===== config.mk =====
export PLATFORM = sky130hd
export DESIGN_NAME = hba_slave_regs
export DESIGN_NICKNAME = d
export VERILOG_FILES = /design/src/rtl/hba_slave_regs.sv
export SDC_FILE = /design/constraint.sdc
export NUM_CORES = 1
export LEC_CHECK = 0
export CAP_MARGIN = 10
export CORE_MARGIN = 2
export CORE_UTILIZATION = 30
export CTS_BUF_LIST = sky130_fd_sc_hd__clkbuf_8
export DETAILED_ROUTE_END_ITERATION = 6
export DONT_BUFFER_PORTS = 1
export PLACE_DENSITY = 0.52
export SLEW_MARGIN = 20
export SYNTH_ARGS = -nofsm -noshare
export SYNTH_HDL_FRONTEND = slang
export SYNTH_SLANG_ARGS = --single-unit

===== constraint.sdc =====
create_clock -name hba_clk -period 3.77 [get_ports hba_clk]
set_input_delay 0.754 -clock hba_clk [delete_from_list [all_inputs] [get_ports hba_clk]]
set_output_delay 0.754 -clock hba_clk [all_outputs]
set_load 0.05 [all_outputs]

===== src/rtl/hba_slave_regs.sv =====
// HBA bus slave register bank for one peripheral slot.
// Decodes master transfers and performs register reads and writes.
// Each transfer gets a single-cycle registered acknowledge. The peripheral
// core sees every register and can overwrite any of them locally.
module hba_slave_regs #(
    parameter logic [3:0]          PERIPH_ADDR = 4'd0,
    parameter int                  NUM_REGS    = 4,
    parameter int                  DBUS_WIDTH  = 8,
    parameter int                  ADDR_WIDTH  = 12,
    parameter logic [NUM_REGS-1:0] RO_MASK     = '0
) (
    input  logic                           hba_clk,
    input  logic                           hba_reset,
    input  logic                           hba_select,
    input  logic                           hba_rnw,
    input  logic [ADDR_WIDTH-1:0]          hba_abus,
    input  logic [DBUS_WIDTH-1:0]          hba_dbus,
    output logic                           slave_xferack,
    output logic [DBUS_WIDTH-1:0]          slave_dbus,
    output logic [DBUS_WIDTH*NUM_REGS-1:0] slv_reg_out,
    input  logic [NUM_REGS-1:0]            slv_wr_en,
    input  logic [DBUS_WIDTH*NUM_REGS-1:0] slv_wr_data
);

    typedef enum logic [1:0] {
        IDLE = 2'd0,
        ACK  = 2'd1,
        WAIT = 2'd2
    } state_t;

    state_t                state_q, state_d;
    logic                  xferack_q, xferack_d;
    logic [DBUS_WIDTH-1:0] dbus_q, dbus_d;
    logic [DBUS_WIDTH-1:0] regs_q [NUM_REGS];
    logic [DBUS_WIDTH-1:0] regs_d [NUM_REGS];

    logic                  hit;
    logic [7:0]            idx;
    logic [DBUS_WIDTH-1:0] rd_data;
    logic                  bus_wr;
    logic [NUM_REGS-1:0]   bus_wr_en;

    // A hit needs an active select and our slot number in the upper address nibble.
    assign hit    = hba_select && (hba_abus[ADDR_WIDTH-1 -: 4] == PERIPH_ADDR);
    assign idx    = hba_abus[7:0];
    assign bus_wr = (state_q == IDLE) && hit && !hba_rnw;

    // Register mux for reads and per-register bus write strobes.
    // An out-of-range index matches no register, so reads return zero and writes are dropped.
    always_comb begin
        rd_data   = '0;
        bus_wr_en = '0;
        for (int i = 0; i < NUM_REGS; i++) begin
            if (idx == 8'(i)) begin
                rd_data      = regs_q[i];
                bus_wr_en[i] = bus_wr && !RO_MASK[i];
            end
        end
    end

    // Register next state: a bus write applies first, and a local core write overrides it.
    always_comb begin
        for (int i = 0; i < NUM_REGS; i++) begin
            regs_d[i] = regs_q[i];
            if (bus_wr_en[i]) begin
                regs_d[i] = hba_dbus;
            end
            if (slv_wr_en[i]) begin
                regs_d[i] = slv_wr_data[i*DBUS_WIDTH +: DBUS_WIDTH];
            end
        end
    end

    // Transfer FSM next state and next values of the registered bus outputs.
    always_comb begin
        state_d   = state_q;
        xferack_d = 1'b0;
        dbus_d    = '0;
        case (state_q)
            IDLE: begin
                if (hit) begin
                    state_d   = ACK;
                    xferack_d = 1'b1;
                    if (hba_rnw) begin
                        dbus_d = rd_data;
                    end
                end
            end
            ACK: begin
                state_d = WAIT;
            end
            WAIT: begin
                if (!hba_select) begin
                    state_d = IDLE;
                end
            end
            default: begin
                state_d = IDLE;
            end
        endcase
    end

    // FSM state and the registered bus outputs; reset also aborts a transfer in flight.
    always_ff @(posedge hba_clk) begin
        if (hba_reset) begin
            state_q   <= IDLE;
            xferack_q <= 1'b0;
            dbus_q    <= '0;
        end else begin
            state_q   <= state_d;
            xferack_q <= xferack_d;
            dbus_q    <= dbus_d;
        end
    end

    // Register bank storage.
    always_ff @(posedge hba_clk) begin
        for (int i = 0; i < NUM_REGS; i++) begin
            if (hba_reset) begin
                regs_q[i] <= '0;
            end else begin
                regs_q[i] <= regs_d[i];
            end
        end
    end

    genvar g;
    generate
        for (g = 0; g < NUM_REGS; g++) begin : g_flat
            assign slv_reg_out[g*DBUS_WIDTH +: DBUS_WIDTH] = regs_q[g];
        end
    endgenerate

    assign slave_xferack = xferack_q;
    assign slave_dbus    = dbus_q;

endmodule

==> results.md <==
- Status: completed
- Critical path class: in2reg
- Initial Util: 0.312
- Worst vdd ir: 0.000123 V
- Worst-Margin Slew: 743 ps
- Clock power frac: 0.307
- Worst Hold Launch: hba_reset
- Number of buffers on the longest clock path: 2
- Post-Syn Nets: 344
- Mean area per synthesized cell: 8.52 um^2
- Max Clock Freq: 446 MHz
- # rows: 32
- Setup TNS: 0 ps
- Largest net degree at the start of global routing: 36
- Period utilisation layout: 0.595
- Post-route cell area: 2510 um^2
- Most used DFF post-synth: dfxtp_1
- Fin crit period: 2240 ps
- PostCTS Resize Cnt: 0
- TritonCTS Buffers: 5
- CP Data Required Time: 3960 ps
- Vias in the first global route: 2,088
- WL per Instance: 21.3 um
- Layout Cells excl Fill: 369
- DP Cell Count: 361
- MaxCap Viol Count: 0
- Crit. End Element: flip-flop
- Most common cell in the netlist: dfxtp_1
- Layout fillers: 860
- TritonCTS clock tree: done
- Share of cells above drive strength 1: 0.157
- Asr flop ratio synth: 0
- Die Wd: 93.8 um
- Post-Synthesis Cells: 284
- Netlist cell types: 30
- RR Endpoint: regs_q[1][1]$_SDFFE_PP0P_
- Core area: 7770 um^2
- Min setup slack post-route: 1530 ps
- Routed wire length: 7.87 mm
- R2R depth: 5
- Die Footprint: 8810 um^2
- Placer congestion estimate: 0.878
- Ports: 101
- Hold path depth: 1
- RSZ-0062 raised after global routing: false
- Static leakage: 0.854 nW
- H-tree depth: 2
- Flop2flop setup slack: 1680 ps
- Final max-slew violation count: 0
- PwrDens: 390 nW/um^2
- # Post-CTS Setup Buffers: 0
- Sw Share: 0.336
- Hpwl dp: 5.69 mm
- CP max FO: 32
- Port Buffers: 0
- CTS Hold Buffers Added: 0
- DRC: 0
- Total grt overflow: 0
- Area grow syn2layout: 3.62%
- Overall via count from detail_route: 2,095
- Die Ht: 93.8 um
- Seq/Total Area, Yosys: 0.356
- Initial DRC Count: 79
- Synth top area share: 0.356
- P_int: 0.649 mW
- First-pass detailed-route iteration total: 4
- Hold slack: 507 ps
- Place WS: 1210 ps
- WHS Endpoint: regs_q[2][6]$_SDFFE_PP0P_
- Initial antenna violation count: 0
- Endpoints failing setup: 0
- CP Launch Type: primary input
- #FFs+latches synth: 43
- N_diodes: 0
- Worst rel slew slack: 0.503
- Hold violation count in the final report: 0
- Count of flip-flops with a built-in enable after synthesis: 0
- Total track usage: 0.179
- Worst-path clk slew: 90 ps
- Clk root buf: clkbuf_8
- Clock latency on the worst-skew pair: 300 ps
- CP arrival: 2440 ps
- Antenna viol nets, final: 0
- Final nets: 326
- Worst Skew: 9.01 ps
- Clock net sink count: 43
- Worst r2r src: state_q[0]$_SDFFE_PP0P_
- Routed vias/inst: 5.68
- Largest area contributor in the netlist: dfxtp_1
- Synth cell count leaders: 43 x dfxtp_1, 32 x inv_1, 32 x o21ai_1
- Sequential Power Share: 0.600
- Hold crit path type: in2reg
- Synth area leaders: dfxtp_1 36%, a221oi_2 16%, o21ai_1 6.6%, inv_1 5.0%, nand2_1 4.3%
- Ys Warns: 0
- First-pass GRT wire length: 12.0 mm
- DP Area: 2420 um^2
- Net switching power: 0.329 mW
- Netlist Area Pre-Place: 2420 um^2
- Comb power frac: 0.093
-- cells in the final DEF (no fill, tap or decap), types with 16 or more instances in the layout --
| master | netlist | layout |
|---|---|---|
| a221oi_2 | 26 | 26 |
| nor2_1 | 18 | 18 |
| o21ai_1 | 32 | 32 |
| dfxtp_1 | 43 | 43 |
| inv_1 | 32 | 32 |
| a31oi_1 | 16 | 16 |
| nand2_1 | 28 | 28 |
-- worst max-delay path by stage --
stage                      startpoint                        end  slack [ps]  depth (start not counted)
final                     hba_abus[5]  regs_q[1][6]$_SDFFE_PP0P_        1530                          4
after global routing      hba_abus[5]  regs_q[1][7]$_SDFFE_PP0P_        1430                          5
after CTS                 hba_abus[5]  regs_q[1][6]$_SDFFE_PP0P_        1530                          4
after detailed placement  hba_abus[5]  regs_q[1][6]$_SDFFE_PP0P_        1210                          4
after global placement    hba_abus[5]  regs_q[1][4]$_SDFFE_PP0P_        1230                          4
after floorplan           hba_abus[5]   slave_dbus[0]$_SDFF_PP0_        1390                          6
-- cell type report --
class	instances	area, um^2	share of cell area
timing repair buffer	1	7.51	0.00299
sequential	43	861	0.343
clock buffer	5	68.8	0.0274
clock inverter	3	20.0	0.00798
multi-input combinational	182	1300	0.518
inverter	33	124	0.0494
tap	102	128	0.0509
-- through the flow --
stage / utilization / total power, mW
2_1_floorplan: - / 0.687
3_3_place_gp: 0.312 / 0.688
3_5_place_dp: 0.312 / 0.690
4_1_cts: 0.323 / 0.984
5_1_grt: 0.323 / 1.02
6_report: 0.323 / 0.978
-- logic make-up (layout without fill, tap and decap cells) --
family | after synthesis | count (layout) | synth area share
multiplexers | 1 | 1 | 0.00465
AO/OA/AOI/OAI | 120 | 120 | 0.402
flip-flops | 43 | 43 | 0.356
AND/OR/NAND/NOR | 61 | 61 | 0.130
buffers and inverters | 59 | 42 | 0.107
-- critical path, stage by stage --
cell,delay (ps)
or4_4,630
or4_4,720
o21ai_1,240
a221oi_2,70
-- sequential cells by signal, summed over array words and instances (netlist names) --
register / cells
state_q: 2
slave_xferack: 1
regs_q: 32
slave_dbus: 8
-- metal layers --
metal / global-route usage / part of all wire
met4: 0.0374 / 0.0095
met2: 0.271 / 0.45
met3: 0.0835 / 0.10
met1: 0.233 / 0.44
met5: 0 / 0
-- power groups by stage --
stage               Clock, mW  Combinational, mW  Sequential, mW
floorplan                   0              0.101           0.585
global placement            0             0.0894           0.599
detailed placement          0             0.0908           0.599
CTS                     0.304             0.0914           0.588
global route            0.325              0.103           0.592
finish                  0.300             0.0909           0.587
Power figures use the tool's default switching activity.
